$ cat src/rtl/alu_share_ctrl.sv
// Two-requester round-robin controller in front of a shared external ALU.
// Optional NZCV flag register is built when ALU_SHARE_FLAGS_EN is defined.
module alu_share_ctrl #(
  parameter int WIDTH = 33
) (
  input  logic             clk,
  input  logic             rst,
  input  logic             req0,
  input  logic             req1,
  input  logic [2:0]       op0,
  input  logic [2:0]       op1,
  input  logic [WIDTH-1:0] a0,
  input  logic [WIDTH-1:0] b0,
  input  logic [WIDTH-1:0] a1,
  input  logic [WIDTH-1:0] b1,
  input  logic             setf0,
  input  logic             setf1,
  output logic             gnt0,
  output logic             gnt1,
  output logic             done0,
  output logic             done1,
  output logic [WIDTH-1:0] result,
  output logic             flag_n,
  output logic             flag_z,
  output logic             flag_c,
  output logic             flag_v,
  output logic [WIDTH-1:0] alu_a,
  output logic [WIDTH-1:0] alu_b,
  output logic [2:0]       alu_op,
  input  logic [WIDTH-1:0] alu_out,
  input  logic             alu_z,
  input  logic             alu_n,
  input  logic             alu_c,
  input  logic             alu_v
);

  localparam logic [2:0] OP_SUB = 3'b001;
  localparam logic [2:0] OP_AND = 3'b011;
  localparam logic [2:0] OP_TST = 3'b101;
  localparam logic [2:0] OP_CMP = 3'b110;

  typedef enum logic [1:0] {IDLE, EXEC, DONE} state_t;

  state_t           state_q;
  logic             ptr_q;
  logic             win_q;
  logic             setf_q;
  logic             nowb_q;
  logic             gnt0_q, gnt1_q;
  logic             done0_q, done1_q;
  logic [WIDTH-1:0] result_q;
  logic [WIDTH-1:0] alu_a_q, alu_b_q;
  logic [2:0]       alu_op_q;

  logic             win_d;
  logic [2:0]       op_sel;
  logic [WIDTH-1:0] a_sel, b_sel;
  logic             setf_sel;
  logic             nowb_d;
  logic [2:0]       alu_op_d;

  // A lone request wins outright; a tie goes to the requester not served last.
  always_comb begin
    win_d    = (req0 && req1) ? ~ptr_q : req1;
    op_sel   = win_d ? op1 : op0;
    a_sel    = win_d ? a1 : a0;
    b_sel    = win_d ? b1 : b0;
    setf_sel = win_d ? setf1 : setf0;
    nowb_d   = (op_sel == OP_TST) || (op_sel == OP_CMP);
    case (op_sel)
      OP_TST:  alu_op_d = OP_AND;
      OP_CMP:  alu_op_d = OP_SUB;
      default: alu_op_d = op_sel;
    endcase
  end

  always_ff @(posedge clk or posedge rst) begin
    if (rst) begin
      state_q  <= IDLE;
      ptr_q    <= 1'b1;
      win_q    <= 1'b0;
      setf_q   <= 1'b0;
      nowb_q   <= 1'b0;
      gnt0_q   <= 1'b0;
      gnt1_q   <= 1'b0;
      done0_q  <= 1'b0;
      done1_q  <= 1'b0;
      result_q <= '0;
      alu_a_q  <= '0;
      alu_b_q  <= '0;
      alu_op_q <= 3'b000;
    end else begin
      gnt0_q  <= 1'b0;
      gnt1_q  <= 1'b0;
      done0_q <= 1'b0;
      done1_q <= 1'b0;
      case (state_q)
        IDLE: begin
          if (req0 || req1) begin
            win_q    <= win_d;
            ptr_q    <= win_d;
            gnt0_q   <= ~win_d;
            gnt1_q   <= win_d;
            alu_op_q <= alu_op_d;
            alu_a_q  <= a_sel;
            alu_b_q  <= b_sel;
            setf_q   <= setf_sel;
            nowb_q   <= nowb_d;
            state_q  <= EXEC;
          end
        end
        EXEC: begin
          if (!nowb_q) result_q <= alu_out;
          state_q <= DONE;
        end
        DONE: begin
          done0_q <= ~win_q;
          done1_q <= win_q;
          state_q <= IDLE;
        end
        default: state_q <= IDLE;
      endcase
    end
  end

  assign gnt0   = gnt0_q;
  assign gnt1   = gnt1_q;
  assign done0  = done0_q;
  assign done1  = done1_q;
  assign result = result_q;
  assign alu_a  = alu_a_q;
  assign alu_b  = alu_b_q;
  assign alu_op = alu_op_q;

`ifdef ALU_SHARE_FLAGS_EN
  logic [3:0] flags_q;

  // TST/CMP exist only to set flags, so they update regardless of setf.
  always_ff @(posedge clk or posedge rst) begin
    if (rst) begin
      flags_q <= 4'b0000;
    end else if (state_q == EXEC && (setf_q || nowb_q)) begin
      flags_q <= {alu_n, alu_z, alu_c, alu_v};
    end
  end

  assign flag_n = flags_q[3];
  assign flag_z = flags_q[2];
  assign flag_c = flags_q[1];
  assign flag_v = flags_q[0];
`else
  logic unused_flag_inputs;
  assign unused_flag_inputs = ^{setf_q, alu_n, alu_z, alu_c, alu_v};

  assign flag_n = 1'b0;
  assign flag_z = 1'b0;
  assign flag_c = 1'b0;
  assign flag_v = 1'b0;
`endif

endmodule

$ cat config.mk
export PLATFORM = sky130hd
export DESIGN_NAME = alu_share_ctrl
export DESIGN_NICKNAME = d
export VERILOG_FILES = /design/src/rtl/alu_share_ctrl.sv
export SDC_FILE = /design/constraint.sdc
export NUM_CORES = 1
export LEC_CHECK = 0
export ABC_AREA = 1
export BUFFER_PORTS_ARGS = -buffer_cell sky130_fd_sc_hd__buf_2
export CORE_AREA = 5 5 126 128
export CTS_CLUSTER_DIAMETER = 50
export CTS_CLUSTER_SIZE = 8
export DETAILED_ROUTE_END_ITERATION = 7
export DIE_AREA = 0 0 131 133
export HOLD_SLACK_MARGIN = 0.08
export PLACE_DENSITY = 0.66
export SETUP_SLACK_MARGIN = 0.2
export SYNTH_ARGS = -nofsm -noshare
export SYNTH_HDL_FRONTEND = slang
export SYNTH_SLANG_ARGS = --single-unit
$ cat constraint.sdc
create_clock -name clk -period 5.45 [get_ports clk]
set_input_delay 1.09 -clock clk [delete_from_list [all_inputs] [get_ports clk]]
set_output_delay 1.09 -clock clk [all_outputs]
set_load 0.05 [all_outputs]
==> implementation parameters <==
Parameter                              Value

Status
  Status ... finished, final reports clean

Floorplan
  Chip width ... 131 microns
  Number of rows in the core area ... 45
  Starting density of the core ... 33.6%
  Standard cell core area ... 14800 sq um
  Area of the die ... 17400 sq um
  Die height ... 133 microns
  I/O pin count ... 291

Critical path
  Worst setup path endpoint ... alu_b[13]
  Beginning of the critical path ... req0
  WP data arrival ... 3.26 ns
  Slowest cell on the critical path ... buf_4
  Critical R2R Launch ... state_q[1]
  Worst Reg2Reg Path Length in Cells ... 7
  Family of cells with the greatest summed delay on the critical path ... buffers and inverters
  RR Endpoint ... alu_a[30]
  Setup crit end kind ... flip-flop
  Buffering stage count on the worst path with inverters included ... 3
  Critical path depth ... 7
  CP Class ... input pin to flip-flop
  Type of origin of the critical path ... input pin
  Worst-case register-to-register setup slack ... 2.88 ns
  Crit-path max cell delay ... 0.55 ns
  Required time at the worst-slack endpoint ... 5.72 ns
  Maximum net fanout on the critical path ... 71
  Worst path cell trace ... buf_2 > nand2_2 > nand2_4 > inv_2 > buf_4 > o21ai_0 > o21ai_1

Clock tree
  Post-CTS Setup Inserts ... 0
  Worst-Skew Late Latency ... 0.35 ns
  H-tree depth ... 3
  Post-CTS clock slew at the launch and capture registers of the worst setup and hold paths ... 0.08 ns
  TritonCTS clock tree ... yes
  Num CTS Buffers ... 9
  CTS Root Buffer Type ... clkbuf_16
  Maximum number of buffers from clock root to sink ... 2
  Post-CTS Hold Fix Bufs ... 0
  Post-CTS sizing ... 0
  Num Clock Sinks ... 111

STA
  Maximum clock skew at final layout ... 0.0116 ns
  Total negative setup slack ... 0 ns
  Period utilisation layout ... 54.8%
  Unrepaired setup endpoints after global routing ... false
  Final setup viols ... 0
  Min Tclk post-route ... 2.99 ns
  Max-slew violation count ... 0
  Worst rel slew slack ... 36.2%
  Slew of the pin with the lowest slew margin ... 0.957 ns
  Final Hold Fails ... 0
  Highest Clock Rate ... 0.335 GHz

Yosys
  Library cells used by synthesis ... 25
  Area of the mapped netlist ... 4960 sq um
  Mean area per synthesized cell ... 9.82 sq um
  Flops & latches, synth ... 111
  Yosys warns ... 0
  Yosys top cell by area ... dfrtp_1
  Post-synthesis instance total ... 505
  Portion of the post-synthesis area used by sequential elements ... 56.0%
  Cells taking the most area after synthesis ... dfrtp_1 55%, o21ai_1 11%, nand2_1 7.3%
  Top-area cell type share of the netlist area ... 55.5%

Placed design
  Placer Congestion ... 0.755
  HPWL Detailed ... 10.6 mm
  Placed Instances ... 943
  Input/output buffers ... 280

Final layout
  Finished Core Util ... 45.0%
  Antenna cell count ... 0
  Fraction of final layout cells with drive strength greater than 1 ... 45.1%
  Fin cells ... 959
  NumNets Final ... 947
  Layout area overhead ... 33.8%
  Most frequent standard cell in the layout excluding fill and tap cells ... buf_2
  Commonest cells after routing, fill and taps aside ... 280 x buf_2, 110 x dfrtp_1, 107 x o21ai_1, 96 x nand2_1, 65 x nor2_1

Route
  Vias per std cell ... 4.64
  Total met2 wirelength after detailed routing ... 7.33 mm
  Final routed DRC violation total ... 0
  DRT iter0 DRCs ... 168
  Routed len/inst ... 15.4 microns
  Detailed-routed wire length on met3 ... 1.21 mm
  Total number of vias ... 4447
  1st-pass router iterations ... 4
  Total Wirelength ... 14.8 mm
  Max Used Layer ... met4
  Post-DRT Antenna Nets ... 0
  Met1 layer wirelength in the final routing ... 5.97 mm

Power
  Power per unit of standard cell area ... 752 nW/um^2
  Worst IR drop on VDD ... 0.000327 V
  Power consumption ... 4.99 mW
  Lkg Pwr ... 3.46 nW

Global route
  Vias in the first global route ... 4444
  Grt total ovfl ... 0
  Antenna violations before repair ... 0
  All-Layer GR Usage ... 16.2%
  Global-route wire length before repair ... 22.3 mm
  Largest net degree at the start of global routing ... 74

Job
  Number of max-capacitance violations reported ... 0

Hold path
  Class of the worst hold path ... flip-flop to flip-flop
## cell families after synthesis
kind of cell	after synthesis	synth area share [%]
buffers and inverters	49	6.74
muxes	33	8.25
and+or+nand+nor	180	15.1
DFF	111	56.0
AOI/OAI and AO/OA	131	13.8
other	1	0.0756
## sequential cells by signal (all words and copies together), names as in the netlist
signal,count
alu_a,33
alu_b,33
alu_op,3
done0,1
done1,1
gnt0,1
gnt1,1
nowb_q,1
ptr_q,1
result,33
state_q,2
win_q,1
## per-stage QoR
stage | worst slack [ns] | instance area (sq um) | hold slack (ns)
after detailed placement | 2.03 | 6350 | 0.433
after global routing | 2.23 | 6640 | 0.472
after global placement | 2.05 | 6350 | 0.430
final | 2.46 | 6640 | 0.441
after CTS | 2.40 | 6640 | 0.445
after floorplan | 1.43 | 4970 | 0.407
## worst reg2reg max path: stages, from the launching register on
cell	delay (ns)
dfrtp_1	0.42
inv_2	0.09
nand2_2	0.10
nor2_8	0.72
inv_2	0.46
buf_4	0.43
nand2_1	0.14
o21ai_1	0.08
## per-layer routing
metal,vias to the layer above,global-route usage (%)
li1,2179,-
met1,2080,19.9
met2,170,27.8
met3,18,3.84
met4,0,5.26
met5,-,0
## area by class of cell
| cell class | count | area [sq um] |
|---|---|---|
| Clock buffer | 9 | 225 |
| Clock inverter | 7 | 63.8 |
| Fill cell | 1482 | 8120 |
| Inverter | 13 | 51.3 |
| Multi-Input combinational cell | 348 | 1860 |
| Sequential cell | 111 | 2780 |
| Tap cell | 188 | 235 |
| Timing Repair Buffer | 283 | 1420 |
## power by group
part | internal [mW] | total (mW) | switching [mW]
sequential | 1.24 | 1.45 | 0.203
combinational | 0.717 | 2.90 | 2.18
clock | 0.321 | 0.647 | 0.327
## Yosys cell counts
library cell	n
o21ai_0	16
o21ai_1	107
nor2_4	2
buf_4	5
nand2_1	96
mux2_2	17
mux2_4	10
conb_1	1
clkbuf_1	1
buf_2	15
dfrtp_1	110
nor3_1	2
inv_2	4
dfstp_2	1
buf_6	15
mux2_1	6
nor2_2	1
nor2_8	1
inv_1	9
nand3_1	7
o21ai_2	8
nand2_4	2
nor2_1	65
nand2_2	2
nand3b_1	2
## worst min path at each step
stage | from | end | slack (ns) | depth (start not counted)
floorplan | win_q | done0 | 0.41 | 1
global placement | win_q | done0 | 0.43 | 1
detailed placement | win_q | done0 | 0.43 | 1
CTS | win_q | done0 | 0.44 | 1
global route | win_q | done0 | 0.47 | 1
finish | win_q | done0 | 0.44 | 1
(Power assumes the default switching activity.)
